===== config.mk =====
export PLATFORM = sky130hd
export DESIGN_NAME = power_result_fifo
export DESIGN_NICKNAME = d
export VERILOG_FILES = /design/src/rtl/power_result_fifo_pkg.sv /design/src/rtl/sync_fifo_fwft.sv /design/src/rtl/power_result_fifo.sv
export SDC_FILE = /design/constraint.sdc
export NUM_CORES = 1
export LEC_CHECK = 0
export ABC_AREA = 1
export ABC_CLOCK_PERIOD_IN_PS = 6600
export BUFFER_PORTS_ARGS = -buffer_cell sky130_fd_sc_hd__buf_2
export CAP_MARGIN = 20
export CORE_MARGIN = 2
export CORE_UTILIZATION = 50
export CTS_BUF_LIST = sky130_fd_sc_hd__clkbuf_2 sky130_fd_sc_hd__clkbuf_4 sky130_fd_sc_hd__clkbuf_8
export DETAILED_ROUTE_END_ITERATION = 10
export PLACE_DENSITY = 0.68
export RECOVER_POWER = 25
export SYNTH_ARGS = -nofsm -noshare
export SYNTH_HDL_FRONTEND = slang
export SYNTH_HIERARCHICAL = 1
export SYNTH_SLANG_ARGS = --single-unit

===== constraint.sdc =====
create_clock -name clock -period 6.6 [get_ports clock]
set_clock_uncertainty 0.1 [all_clocks]
set_input_delay 1.32 -clock clock [delete_from_list [all_inputs] [get_ports clock]]
set_output_delay 1.32 -clock clock [all_outputs]
set_load 0.005 [all_outputs]

===== src/rtl/power_result_fifo_pkg.sv =====
// rtl/power_result_fifo_pkg.sv - shared constants and helpers for the power result path
// Holds the power pipeline data width, the default result FIFO depth and a
// ceiling-log2 helper used to size pointers.
package power_result_fifo_pkg;

   localparam int PWR_DATA_W     = 32;
   localparam int PWR_FIFO_DEPTH = 8;

   // Smallest r with 2**r >= value; returns 0 for value <= 1.
   function automatic int clog2(input int value);
      int r;
      r = 0;
      for (int i = 0; i < 31; i++) begin
         if ((1 << i) < value) r = i + 1;
      end
      return r;
   endfunction

endpackage


===== src/rtl/sync_fifo_fwft.sv =====
// rtl/sync_fifo_fwft.sv - generic first-word fall-through synchronous FIFO
// Ports:
//   clock, reset       rising-edge clock, asynchronous active-low reset
//   push, wr_data      write strobe and data (caller guarantees push only when not full or popping)
//   pop                read strobe (caller guarantees pop only when not empty)
//   rd_data            head entry, 0 while empty
//   count, full, empty occupancy and decoded status
module sync_fifo_fwft
   import power_result_fifo_pkg::*;
#(
   parameter int DATA_W = PWR_DATA_W,
   parameter int DEPTH  = PWR_FIFO_DEPTH,
   localparam int PTR_W = clog2(DEPTH),
   localparam int CNT_W = PTR_W + 1
) (
   input  logic              clock,
   input  logic              reset,
   input  logic              push,
   input  logic [DATA_W-1:0] wr_data,
   input  logic              pop,
   output logic [DATA_W-1:0] rd_data,
   output logic [CNT_W-1:0]  count,
   output logic              full,
   output logic              empty
);

   logic [DATA_W-1:0] mem [DEPTH];
   logic [PTR_W-1:0]  wr_ptr;
   logic [PTR_W-1:0]  rd_ptr;

   // Storage has no reset; stale contents are masked by the empty check below.
   always_ff @(posedge clock) begin
      if (push) mem[wr_ptr] <= wr_data;
   end

   // DEPTH is a power of two, so pointer wrap is the natural overflow of PTR_W bits.
   always_ff @(posedge clock or negedge reset) begin
      if (!reset) begin
         wr_ptr <= '0;
         rd_ptr <= '0;
         count  <= '0;
      end else begin
         if (push) wr_ptr <= wr_ptr + PTR_W'(1);
         if (pop)  rd_ptr <= rd_ptr + PTR_W'(1);
         case ({push, pop})
            2'b10:   count <= count + CNT_W'(1);
            2'b01:   count <= count - CNT_W'(1);
            default: count <= count;
         endcase
      end
   end

   assign full    = (count == CNT_W'(DEPTH));
   assign empty   = (count == '0);
   assign rd_data = empty ? '0 : mem[rd_ptr];

endmodule


===== src/rtl/power_result_fifo.sv =====
// rtl/power_result_fifo.sv - result buffer behind the x^8 power pipeline with drop accounting
// Ports:
//   clock, reset           rising-edge clock, asynchronous active-low reset
//   i_value, i_valid       result stream from the pipeline (no backpressure possible)
//   i_clear                synchronous clear of o_overflow and o_drop_count
//   o_value, o_valid       head result to the consumer, first-word fall-through
//   o_ready                consumer accept
//   o_count, o_full        occupancy status
//   o_overflow             sticky: a result was dropped
//   o_drop_count           saturating count of dropped results
module power_result_fifo
   import power_result_fifo_pkg::*;
#(
   parameter int DATA_W = PWR_DATA_W,
   parameter int DEPTH  = PWR_FIFO_DEPTH,
   parameter int DROP_W = 8,
   localparam int PTR_W = clog2(DEPTH),
   localparam int CNT_W = PTR_W + 1
) (
   input  logic              clock,
   input  logic              reset,
   input  logic [DATA_W-1:0] i_value,
   input  logic              i_valid,
   input  logic              i_clear,
   output logic [DATA_W-1:0] o_value,
   output logic              o_valid,
   input  logic              o_ready,
   output logic [CNT_W-1:0]  o_count,
   output logic              o_full,
   output logic              o_overflow,
   output logic [DROP_W-1:0] o_drop_count
);

   logic push;
   logic pop;
   logic drop;
   logic empty;

   // A pop in the same cycle frees the slot, so a full FIFO still accepts.
   assign pop  = o_valid && o_ready;
   assign push = i_valid && (!o_full || pop);
   assign drop = i_valid && o_full && !pop;

   sync_fifo_fwft #(
      .DATA_W (DATA_W),
      .DEPTH  (DEPTH)
   ) u_fifo (
      .clock   (clock),
      .reset   (reset),
      .push    (push),
      .wr_data (i_value),
      .pop     (pop),
      .rd_data (o_value),
      .count   (o_count),
      .full    (o_full),
      .empty   (empty)
   );

   assign o_valid = !empty;

   // A drop coinciding with i_clear takes priority so the event is never lost.
   always_ff @(posedge clock or negedge reset) begin
      if (!reset) begin
         o_overflow   <= 1'b0;
         o_drop_count <= '0;
      end else if (drop) begin
         o_overflow <= 1'b1;
         if (i_clear)
            o_drop_count <= DROP_W'(1);
         else if (o_drop_count != '1)
            o_drop_count <= o_drop_count + DROP_W'(1);
      end else if (i_clear) begin
         o_overflow   <= 1'b0;
         o_drop_count <= '0;
      end
   end

endmodule


==> run metrics <==
outcome=completed; Routed Wire Length=23500 um; Die ar.=0.0237 mm^2; gpl congestion=0.849; Setup CP Type=reg -> out; largest net degree at the start of global routing=85; Max-Cap Viols=0; Final ANT Viol Nets=0; critical path's largest stage delay=0.79 ns; number of global-route vias before repair=6718; fillers=1767; Layout Cells excl Fill=1325; endpoints failing setup=0; synthesized area per cell=12.2 um^2; CTS root buffer=clkbuf_8; total track usage=0.196; # rows=54; via count=7209; drt via density=5.44; Worst-Margin Slew=1.04 ns; Cell variety after synth=33; worst-skew pair later-pin latency=0.52 ns; yosys warns=6; H-tree level count=2; CP endpoint kind=output pin; final slew viol count=0; static leakage=4.57 nW; commonest cells after routing, fill and taps aside=edfxtp_1, nor2_1, o21ai_0; Worst EP required=5.18 ns; crit share post-route=0.722; Clock transition at path regs=0.06 ns; Core ar.=0.0220 mm^2; post_cts resized=0; CP Cell Sequence=clkinv_2, buf_4, o21ai_0, o211ai_1, nand2_1, nor2_1, buf_2; FMAX=0.210 GHz; starting DRC count in detailed routing=592; Die Width=154 um; CTS Buf Count=42; hold_buf cts=0; Synth Instances=921; area grow syn2layout=12.7%; Initial Utilization=0.512; io pins=84; CTS tree=built; data arrival time of the worst path=3.35 ns; startpoint types=flop; Min-Delay Path Class=reg -> reg; Min Clock Period, post-route=4.77 ns; first-pass GRT wire length=36300 um; die height=154 um; register area share after synthesis=0.725; peak supply drop=0.000264 V; grt ovf=0; max_slew headroom=0.307; routed len/inst=17.8 um; power per cell area=430 mW/mm^2; First-pass DRT Iterations=5; Cells after DPL=1247; commonest non-fill, non-tap cell in the layout=edfxtp_1; Slowest cell on crit path=clkinv_2; IO buf count=83; CTS max path bufs=3; RSZ-0062 raised after global routing=false; Post CTS Setup Buffer Count=0; CP Buf/Inv Count=3; ANT cells=0; Top delay family on crit path=buffers and inverters; DRC Markers=0; multi-input logic area=0.00273 mm^2; Mapped Area=0.0113 mm^2; Hold Vio Cnt, Final=0; layout cell share with drive strength beyond 1=0.159; nets=1055; synthesized flop and latch total=275; initial antenna violation count=0; Synth Net Count=964; CTS Sinks=275; setup_tns=0 ns; Reg area=0.00817 mm^2; Crit Path Max Fanout=63; hpwl dp=12100 um
==> final timing paths <==
kind | from | endpoint | slack (ns) | depth (start not counted)
worst max-delay path | u_fifo/rd_ptr[0] | o_value[23] | 1.83 | 7
worst min-delay path | o_overflow | o_overflow | 0.41 | 2
worst max register to register | u_fifo/count[2] | u_fifo/mem[4][15] | 3.69 | 10
worst min register to register | o_overflow | o_overflow | 0.41 | 2
max in group asynchronous | reset | u_fifo/rd_ptr[0] | 4.79 | 1
min in group asynchronous | reset | o_drop_count[4] | 0.86 | 1
==> layout make-up <==
cell class,instances,share of cell area
Tap cell,280,0.0276
Timing Repair Buffer,98,0.0409
Inverter,31,0.00947
Sequential cell,275,0.644
Clock buffer,57,0.0554
Multi-Input combinational cell,564,0.215
Clock inverter,20,0.00759
==> through the flow <==
step	power, mW	setup slack [ns]	hold slack [ns]	area (um^2)	util
finish	5.45	1.83	0.407	12700	0.578
floorplan	3.57	2.62	0.374	11300	-
detailed placement	4.18	2.38	0.388	11900	0.541
CTS	5.50	1.81	0.404	12700	0.578
global route	5.82	1.60	0.421	12700	0.578
global placement	4.14	2.48	0.375	11900	0.541
==> cells by family (layout without fill, tap and decap cells) <==
group,count (synthesis),in the layout,share of synthesized area
AO/OA/AOI/OAI,205,205,0.103
XOR/XNOR,6,6,0.00467
adder cells (fa/ha/maj),6,6,0.00667
buffers and inverters,82,206,0.0376
flip-flops,275,275,0.725
AND/OR/NAND/NOR,347,347,0.122
==> worst min-delay path, delay by kind of cell (launching register included) <==
kind,cells,cell delay (ns)
flip-flops,1,0.36
AND/OR/NAND/NOR,2,0.11
==> synthesized netlist by cell type (all sizes together) <==
library cell | number | area [um^2]
nand4 | 3 | 18.8
clkbuf | 22 | 86.3
o21ai | 136 | 688
xor2 | 4 | 35.0
o22ai | 32 | 200
nand3 | 12 | 72.6
buf | 29 | 218
nand2 | 87 | 354
or2 | 1 | 6.26
nor2 | 243 | 920
ha | 6 | 75.1
clkinv | 1 | 3.75
dfrtp | 19 | 475
edfxtp | 256 | 7690
xnor2 | 2 | 17.5
o211ai | 33 | 248
a21oi | 3 | 18.8
a21boi | 1 | 7.51
nor4 | 1 | 6.26
inv | 30 | 115
==> power breakdown <==
group          internal [mW]  leakage, nW  total (mW)  switching (mW)
registers               2.17         2.57        2.35           0.179
logic                  0.618         1.59        1.79            1.17
clock network          0.695        0.416        1.31           0.619
==> routing by layer <==
layer / GRT usage / wire length (um)
met1: 0.269 / 10300
met5: 0 / 0
met2: 0.322 / 11400
met3: 0.0383 / 1440
met4: 0.0574 / 361
==> sequential cells by signal, summed over array words and instances (netlist names) <==
| name | count |
|---|---|
| o_drop_count | 8 |
| o_overflow | 1 |
| u_fifo/count | 4 |
| u_fifo/mem | 256 |
| u_fifo/rd_ptr | 3 |
| u_fifo/wr_ptr | 3 |
Power figures use the tool's default switching activity.
